==> src/rtl/fifo_pkg.sv <==
// Shared constants and parameter sanity checks for the synchronous FIFO.
package fifo_pkg;

  localparam int DEFAULT_WIDTH = 8;
  localparam int DEFAULT_DEPTH = 16;

  // Depth must be a power of two and at least 4 so the extra pointer MSB
  // cleanly separates full from empty.
  function automatic bit depth_ok(input int depth);
    return (depth >= 4) && ((depth & (depth - 1)) == 0);
  endfunction

  // Both thresholds must lie in 1..DEPTH-1 to give meaningful flags.
  function automatic bit thresholds_ok(input int depth, input int af, input int ae);
    return (af >= 1) && (af <= depth - 1) && (ae >= 1) && (ae <= depth - 1);
  endfunction

endpackage

==> src/rtl/fifo_mem.sv <==
// DEPTH x WIDTH storage: one write port, one registered read port.
// Only the read register is reset; the array keeps whatever it held.
module fifo_mem
  import fifo_pkg::*;
#(
  parameter int WIDTH = DEFAULT_WIDTH,
  parameter int DEPTH = DEFAULT_DEPTH,
  parameter int AW    = $clog2(DEPTH)
) (
  input  logic             clk,
  input  logic             rst,
  input  logic             we_i,
  input  logic [AW-1:0]    waddr_i,
  input  logic [WIDTH-1:0] wdata_i,
  input  logic             re_i,
  input  logic [AW-1:0]    raddr_i,
  output logic [WIDTH-1:0] rdata_o
);

  logic [WIDTH-1:0] mem_q [DEPTH];
  logic [WIDTH-1:0] rdata_q;
  logic [WIDTH-1:0] rdata_d;

  // Array write; deliberately no reset so it maps onto plain RAM.
  always_ff @(posedge clk) begin
    if (we_i) mem_q[waddr_i] <= wdata_i;
  end

  // Read data only moves on an accepted read, otherwise it holds.
  always_comb begin
    rdata_d = rdata_q;
    if (re_i) rdata_d = mem_q[raddr_i];
  end

  // Registered read port, cleared by reset.
  always_ff @(posedge clk) begin
    if (rst) rdata_q <= '0;
    else     rdata_q <= rdata_d;
  end

  assign rdata_o = rdata_q;

endmodule

==> src/rtl/fifo_sync.sv <==
// Single-clock FIFO: pointer, occupancy flag and error-pulse logic around
// a fifo_mem storage block. Flags are derived straight from the registered
// pointers so they track the post-edge occupancy with no extra lag.
module fifo_sync
  import fifo_pkg::*;
#(
  parameter int WIDTH     = DEFAULT_WIDTH,
  parameter int DEPTH     = DEFAULT_DEPTH,
  parameter int PTR_WIDTH = $clog2(DEPTH),
  parameter int AF_LEVEL  = DEPTH - 2,
  parameter int AE_LEVEL  = 2
) (
  input  logic                 clk,
  input  logic                 rst,
  input  logic                 wr_en,
  input  logic [WIDTH-1:0]     wdata,
  input  logic                 rd_en,
  output logic [WIDTH-1:0]     rdata,
  output logic                 full,
  output logic                 empty,
  output logic                 almost_full,
  output logic                 almost_empty,
  output logic                 wr_err,
  output logic                 rd_err,
  output logic [PTR_WIDTH:0]   count
);

  // Elaboration-time guards on the parameter set.
  if (!depth_ok(DEPTH)) begin : g_bad_depth
    $error("fifo_sync: DEPTH must be a power of two and >= 4");
  end
  if (PTR_WIDTH != $clog2(DEPTH)) begin : g_bad_ptr_width
    $error("fifo_sync: PTR_WIDTH must equal $clog2(DEPTH)");
  end
  if (!thresholds_ok(DEPTH, AF_LEVEL, AE_LEVEL)) begin : g_bad_thresholds
    $error("fifo_sync: AF_LEVEL/AE_LEVEL must be within 1..DEPTH-1");
  end

  localparam logic [PTR_WIDTH:0] PTR_ONE = (PTR_WIDTH+1)'(1);
  localparam logic [PTR_WIDTH:0] AF_CNT  = (PTR_WIDTH+1)'(AF_LEVEL);
  localparam logic [PTR_WIDTH:0] AE_CNT  = (PTR_WIDTH+1)'(AE_LEVEL);

  // Pointers carry one extra wrap bit beyond the address.
  logic [PTR_WIDTH:0] wr_ptr_q, wr_ptr_d;
  logic [PTR_WIDTH:0] rd_ptr_q, rd_ptr_d;
  logic               wr_err_q, wr_err_d;
  logic               rd_err_q, rd_err_d;
  logic               wr_acc, rd_acc;
  logic [PTR_WIDTH:0] occ;

  // Occupancy and flags come straight from the current pointers.
  always_comb begin
    occ   = wr_ptr_q - rd_ptr_q;
    full  = (wr_ptr_q[PTR_WIDTH] != rd_ptr_q[PTR_WIDTH]) &&
            (wr_ptr_q[PTR_WIDTH-1:0] == rd_ptr_q[PTR_WIDTH-1:0]);
    empty = (wr_ptr_q == rd_ptr_q);
  end

  assign count        = occ;
  assign almost_full  = (occ >= AF_CNT);
  assign almost_empty = (occ <= AE_CNT);

  // Accept/reject decisions. When full, a concurrent read still goes
  // through and only the write is refused; the mirror holds when empty.
  always_comb begin
    wr_acc   = wr_en && !full;
    rd_acc   = rd_en && !empty;
    wr_err_d = wr_en && full;
    rd_err_d = rd_en && empty;
  end

  // Next-state pointers: advance only on accepted transfers, wrapping
  // naturally through the extra MSB.
  always_comb begin
    wr_ptr_d = wr_ptr_q;
    rd_ptr_d = rd_ptr_q;
    if (wr_acc) wr_ptr_d = wr_ptr_q + PTR_ONE;
    if (rd_acc) rd_ptr_d = rd_ptr_q + PTR_ONE;
  end

  // Pointer and error-pulse registers; reset empties the FIFO logically.
  always_ff @(posedge clk) begin
    if (rst) begin
      wr_ptr_q <= '0;
      rd_ptr_q <= '0;
      wr_err_q <= 1'b0;
      rd_err_q <= 1'b0;
    end else begin
      wr_ptr_q <= wr_ptr_d;
      rd_ptr_q <= rd_ptr_d;
      wr_err_q <= wr_err_d;
      rd_err_q <= rd_err_d;
    end
  end

  assign wr_err = wr_err_q;
  assign rd_err = rd_err_q;

  // Storage. Reset is also gated into the enables so a same-cycle
  // request cannot touch memory while the FIFO is being cleared.
  fifo_mem #(
    .WIDTH (WIDTH),
    .DEPTH (DEPTH),
    .AW    (PTR_WIDTH)
  ) u_mem (
    .clk     (clk),
    .rst     (rst),
    .we_i    (wr_acc && !rst),
    .waddr_i (wr_ptr_q[PTR_WIDTH-1:0]),
    .wdata_i (wdata),
    .re_i    (rd_acc && !rst),
    .raddr_i (rd_ptr_q[PTR_WIDTH-1:0]),
    .rdata_o (rdata)
  );

endmodule

==> config.mk <==
export PLATFORM = sky130hd
export DESIGN_NAME = fifo_sync
export DESIGN_NICKNAME = d
export VERILOG_FILES = /design/src/rtl/fifo_pkg.sv /design/src/rtl/fifo_mem.sv /design/src/rtl/fifo_sync.sv
export SDC_FILE = /design/constraint.sdc
export NUM_CORES = 1
export LEC_CHECK = 0
export BUFFER_PORTS_ARGS = -buffer_cell sky130_fd_sc_hd__buf_2
export CORE_MARGIN = 10
export CORE_UTILIZATION = 40
export CTS_CLUSTER_DIAMETER = 30
export CTS_CLUSTER_SIZE = 25
export DETAILED_ROUTE_END_ITERATION = 16
export GPL_TIMING_DRIVEN = 0
export HOLD_SLACK_MARGIN = 0.08
export SETUP_SLACK_MARGIN = 0.3
export SYNTH_ARGS = -nofsm -noshare
export SYNTH_HDL_FRONTEND = slang
export SYNTH_SLANG_ARGS = --single-unit
==> constraint.sdc <==
create_clock -name clk -period 3.45 [get_ports clk]
set_clock_uncertainty 0.1 [all_clocks]
set_input_delay 0.1725 -clock clk [delete_from_list [all_inputs] [get_ports clk]]
set_output_delay 0.1725 -clock clk [all_outputs]
set_load 0.05 [all_outputs]
==> flow_summary.json, run 1 <==
{
  "netlist.top_cell.by_area": "edfxtp_1",
  "die-area_um2": 20400,
  "use_met1": 0.1781,
  "synth_edf_count": 128,
  "io_pins": 31,
  "multi_input_area_um2": 1802,
  "grt-ovfl-total": 0,
  "syn_inst": 349,
  "critical-path-max-stage-delay_ps": 360,
  "clock_power_share": 0.385,
  "required_ps": 3180,
  "utilization": 0.5075,
  "p_sw_frac": 0.2634,
  "max_slew.worst_pin.slew_ps": 743.3,
  "design_area_um2": 7432,
  "p_leak_nw": 2.486,
  "n_antenna_cell": 0,
  "reg2reg_depth": 7,
  "fmax_mhz": 336.2,
  "track_usage": 0.1395,
  "cp-end-kind": "output pin",
  "drtIter0Drc": 305,
  "cp-start-kind": "flip-flop",
  "async_flop_share": 0,
  "synth_warnings": 0,
  "cp-startpoint": "rd_ptr_q[1]",
  "clk_latency_ps": 420,
  "routed_wl_mm": 13.65,
  "period_share": 0.8621,
  "r2r_slack_ps": 550,
  "crit_path_end": "almost_empty",
  "h-tree-depth": 4,
  "synth_fp_nets": 371,
  "drive_gt1_frac": 0.3066,
  "fp-row-count": 44,
  "use_met3": 0.03383,
  "hold_class": "in2reg",
  "gp_congestion": 0.8230,
  "yosysUniqueCellTypes": 47,
  "status": "finished clean",
  "drv_cap": 0,
  "synth-main-ff-cell": "edfxtp_1",
  "grt_pass1_vias": 3476,
  "path_class": "reg2out",
  "reg2reg_from": "rd_ptr_q[2]",
  "rr_endpoint": "u_mem.mem_q[12][5]",
  "core_um2": 14640,
  "finalHoldViolCount": 0,
  "clk_pin_slew_ps": 60,
  "seqPwrFrac": 0.434,
  "placed_area_um2": 6430,
  "syn2layout_area_growth_pct": 23.16,
  "drt-pass1-iter-count": 4,
  "dieWidth_um": 142.8,
  "path_cells": "buf_6 -> buf_12 -> buf_12 -> clkinv_2 -> ha_1 -> nor2b_1 -> o21a_1 -> or3_1 -> a211oi_2 -> buf_6",
  "fillers": 1218,
  "comb_power_share": 0.181,
  "grt_pass1_wl_mm": 20.79,
  "antenna_found_initial": 0,
  "die-height_um": 142.8,
  "numCtsBuffers": 17,
  "drt-wirelength-per-cell_um": 21.98,
  "slew_headroom": 0.5045,
  "fin_crit_ps": 2974,
  "peakVddDrop_uv": 383.3,
  "detail-route-antenna-nets": 0,
  "regArea_um2": 4245,
  "yosys.area.top_type_share": 0.6369,
  "avgSynthCellArea_um2": 17.29,
  "hold_slack_ps": 93.54,
  "drcViolationCount": 0,
  "cts_root_buf": "clkbuf_16",
  "slew_viol_final": 0,
  "ys_ff_latch": 148,
  "cts_sinks": 148,
  "portBuffers": 30,
  "fin_setup_tns_ps": 0,
  "synth_area_leaders": "edfxtp_1 (64%), dfxtp_1 (6.6%), mux4_2 (6.3%), mux4_1 (3.0%), mux2i_1 (3.0%)",
  "clockBufferDepth": 2,
  "hpwl_mm": 8.777,
  "via_count": 3349,
  "cts_tree": "done",
  "power.density_nw_per_um2": 626.1,
  "syn_area_um2": 6035,
  "initial_core_util": 0.4121,
  "crit_fanout": 10,
  "top_usage_layer": "met2",
  "p_int_mw": 3.427,
  "cpMaxStageDelayCell": "or3_1",
  "grt_max_degree": 17,
  "switching_power_mw": 1.226,
  "crit_arrival_ps": 2700,
  "setup-violations-final": 0,
  "rsz0062_at_grt": "false",
  "vias_per_cell": 5.393,
  "nets": 446,
  "grt_use_met2": 0.2215,
  "yosysSeqAreaShare": 0.7033
}
## layout make-up
type                       instances  area share
clock inverter                     5    0.009933
clock buffer                      27     0.06768
tap                              184     0.03098
inverter                           8    0.004209
sequential                       148      0.5712
buffer                            15     0.01582
timing repair buffer              56     0.05774
multi-input combinational        178      0.2424
## placed cells by master (no fill, tap or decap), types with 9 or more instances in the layout
cell type	count
nand2_1	10
nor2_4	12
edfxtp_1	128
buf_4	15
clkbuf_1	10
dlygate4sd3_1	10
clkbuf_16	17
buf_2	32
dfxtp_1	19
ha_1	9
mux4_2	17
nor2_1	10
mux2i_1	18
a21oi_1	18
## repair_timing
item / CTS / global route
cloned: 0 / 0
hold buffers: 10 / 0
pin swaps: 3 / 3
setup endpoints to repair: 132 / 130
setup buffers: 7 / 9
resized for setup: 26 / 16
endpoints found under the hold margin: 117 / 0
## power groups by stage
| stage | combinational (mW) | sequential (mW) | clock (mW) |
|---|---|---|---|
| floorplan | 0.501 | 2.14 | 0 |
| global placement | 0.780 | 2.05 | 0 |
| detailed placement | 0.793 | 2.06 | 0 |
| CTS | 0.830 | 2.02 | 1.81 |
| global route | 0.899 | 2.02 | 1.89 |
| finish | 0.844 | 2.02 | 1.79 |
## metal layers
metal	part of all wire	routed length, um
met4	0.020	278
met5	0	0
met2	0.49	6658
met1	0.43	5937
met3	0.057	776
## worst max-delay path: cells and delay by family, from the launching register on
| kind | cells | cell delay (ps) |
|---|---|---|
| simple gates | 2 | 500 |
| compound gates | 2 | 450 |
| buf+inv | 5 | 670 |
| fa+ha+maj | 1 | 320 |
| flops | 1 | 340 |
## cells in the mapped netlist, types with 3 or more instances
cell      count
mux4_2       17
nand2_1      12
dfxtp_1      20
buf_6         3
mux2i_1      18
xnor2_1       3
xor2_1        5
edfxtp_1    128
nor2_1       22
o211ai_1      3
a31oi_1       8
a21oi_1      19
mux2_2        7
mux4_1        7
or3_1         3
o22ai_1       8
nor3_1        6
inv_1         6
ha_1          9
nand2b_1      4
clkbuf_1      5
buf_2         4
## cells by family after synthesis
group	after synthesis	synth area share
buffers and inverters	23	0.02281
AO/OA/AOI/OAI	51	0.05184
flip-flops	148	0.7033
multiplexers	49	0.1368
AND/OR/NAND/NOR	58	0.04624
XOR/XNOR	10	0.01700
adder cells (fa/ha/maj)	10	0.02198
## stage by stage
| step | total power [mW] | setup slack [ps] | cells |
|---|---|---|---|
| final | 4.653 | 475.7 | 621 |
| after global routing | 4.816 | 363.2 | 621 |
| after CTS | 4.662 | 219.6 | 612 |
| after detailed placement | 2.849 | -569.5 | 563 |
| after global placement | 2.835 | -555.1 | 563 |
| after floorplan | 2.639 | 363.6 | 349 |
## flip-flops by register name (all words and copies together), names as in the netlist
name and count:
wr_ptr_q 5, u_mem.mem_q 128, rd_ptr_q 5, wr_err 1, rd_err 1, u_mem.rdata_o 8
## worst min path at each step
stage / startpoint / endpoint / slack [ps] / cells past startpoint
floorplan: rst / u_mem.rdata_o[6] / 140 / 1
global placement: rst / u_mem.rdata_o[6] / 300 / 2
detailed placement: rst / u_mem.rdata_o[6] / 300 / 2
CTS: wdata[3] / u_mem.mem_q[10][3] / 100 / 1
global route: wdata[3] / u_mem.mem_q[14][3] / 100 / 1
finish: wdata[3] / u_mem.mem_q[10][3] / 90 / 1
Note: power is estimated with default switching activity, not from simulation.
==> run 2, diff against run 1 <==
CORE_ASPECT_RATIO = 2   (was not set)
==> run 2 against run 1 <==
Register-to-register slack worse by 70 ps. Final area down 0.67%. Non-clock buffer count down 8. Via count down 2.3%. Critical endpoint is now almost_full.
==> flow_summary.json, run 2 (same netlist as run 1, synthesis figures left out) <==
{
  "reg2reg_depth": 10,
  "grt_max_degree": 17,
  "hold_slack_ps": 77.09,
  "nets": 438,
  "io_pins": 31,
  "design_area_um2": 7382,
  "placed_area_um2": 6434,
  "worstHoldEndpoint": "u_mem.mem_q[11][3]",
  "largest_register_ffs": 128,
  "max_slew.worst_pin.slew_ps": 735.7,
  "drtIter0Drc": 189,
  "cts_tree": "done",
  "r2r_slack_ps": 480,
  "status": "finished clean",
  "fin_crit_ps": 3036,
  "cts_sinks": 148,
  "drv_cap": 0,
  "dieWidth_um": 106.9,
  "cts_root_buf": "clkbuf_16",
  "finalHoldViolCount": 0,
  "crit_fanout": 10,
  "detail-route-antenna-nets": 0,
  "n_antenna_cell": 0,
  "die-area_um2": 20700,
  "hold_depth": 1,
  "rsz0062_at_grt": "false",
  "syn2layout_area_growth_pct": 22.33,
  "setup-violations-final": 0,
  "routed_wl_mm": 13.18,
  "fmax_mhz": 329.3,
  "track_usage": 0.1339,
  "grt-ovfl-total": 0,
  "antenna_found_initial": 0,
  "grt_pass1_wl_mm": 20.53,
  "drt-pass1-iter-count": 4,
  "slew_viol_final": 0,
  "cp-end-kind": "output pin",
  "cp-start-kind": "flip-flop",
  "path_class": "reg2out",
  "peakVddDrop_uv": 258.2,
  "core_um2": 14820,
  "drt-wirelength-per-cell_um": 21.15,
  "h-tree-depth": 4,
  "grt_pass1_vias": 3484,
  "clockBufferDepth": 2,
  "hold_class": "in2reg",
  "clk_pin_slew_ps": 60,
  "fp-row-count": 63,
  "die-height_um": 193.7,
  "reg2reg_from": "rd_ptr_q[1]",
  "period_share": 0.8801,
  "clk_latency_ps": 420,
  "utilization": 0.4981,
  "rr_endpoint": "u_mem.mem_q[1][2]",
  "layout_common_cells": "edfxtp_1 (128), buf_2 (32), dfxtp_1 (20)",
  "initial_core_util": 0.4072,
  "p_leak_nw": 2.438,
  "hp-start": "wdata[3]",
  "place_ws_ps": -416.4,
  "fillers": 1243,
  "hpwl_mm": 9.170,
  "drive_gt1_frac": 0.2967,
  "crit_arrival_ps": 2760,
  "slew_headroom": 0.5096,
  "portBuffers": 30,
  "gp_congestion": 0.8375,
  "power.density_nw_per_um2": 630.7,
  "numCtsBuffers": 17,
  "vias_per_cell": 5.250,
  "required_ps": 3180,
  "drcViolationCount": 0,
  "via_count": 3271,
  "finalWorstSetupSlack_ps": 413.5,
  "final_common_cell": "edfxtp_1",
  "regMostFlops": "u_mem.mem_q"
}
[run 2: timing repair]
| action | in CTS | in global routing |
|---|---|---|
| endpoints found under the hold margin | 93 | 0 |
| hold buffers | 9 | 0 |
| gates resized for setup | 32 | 11 |
| setup endpoints to repair | 132 | 108 |
| buffers inserted | 6 | 3 |
| pin swaps | 5 | 0 |
[run 2: stage by stage]
stage          total power [mW]  cells  TNS [ps]
6_report                  4.656    623         0
5_1_grt                   4.830    623         0
4_1_cts                   4.688    620         0
3_5_place_dp              2.862    574    -11120
3_3_place_gp              2.852    574    -10420
2_1_floorplan             2.639    349         0
[run 2: area by class of cell]
| type | instances | area [um^2] | area share |
|---|---|---|---|
| Sequential cell | 148 | 4244 | 0.5749 |
| Multi-Input combinational cell | 178 | 1813 | 0.2456 |
| Clock buffer | 19 | 432.9 | 0.05864 |
| Timing Repair Buffer | 48 | 366.6 | 0.04966 |
| Tap cell | 195 | 244.0 | 0.03305 |
| Clock inverter | 12 | 137.6 | 0.01864 |
| Buffer | 15 | 112.6 | 0.01525 |
| Inverter | 8 | 31.28 | 0.004237 |
[run 2: worst max-delay path by stage]
stage | from | endpoint
2_1_floorplan | rd_ptr_q[1] | almost_empty
3_3_place_gp | rd_ptr_q[1] | u_mem.mem_q[0][2]
3_5_place_dp | rd_ptr_q[2] | u_mem.mem_q[1][1]
4_1_cts | rd_ptr_q[1] | u_mem.mem_q[11][4]
5_1_grt | rd_ptr_q[1] | count[3]
6_report | rd_ptr_q[1] | almost_full
[run 2: layer usage]
metal  track usage  wire length [um]
met5             0                 0
met4       0.07944               512
met3       0.03162               499
met2        0.2339              7189
met1        0.1402              4975
[run 2: worst max-delay path, stage by stage (launching register included)]
cell and delay [ps]:
dfxtp_1 360, buf_6 130, buf_12 140, buf_8 160, clkinv_2 100, ha_1 330, nor2b_1 140, o21a_1 170
or3_1 360, a41o_1 260, buf_4 190
[run 2: power breakdown]
group / switching [mW] / internal (mW) / total [mW] / leakage (nW)
combinational: 0.556 / 0.294 / 0.849 / 0.850
clock: 0.670 / 1.12 / 1.79 / 0.271
sequential: 0.0288 / 1.99 / 2.02 / 1.32
total: 1.25 / 3.40 / 4.66 / 2.44
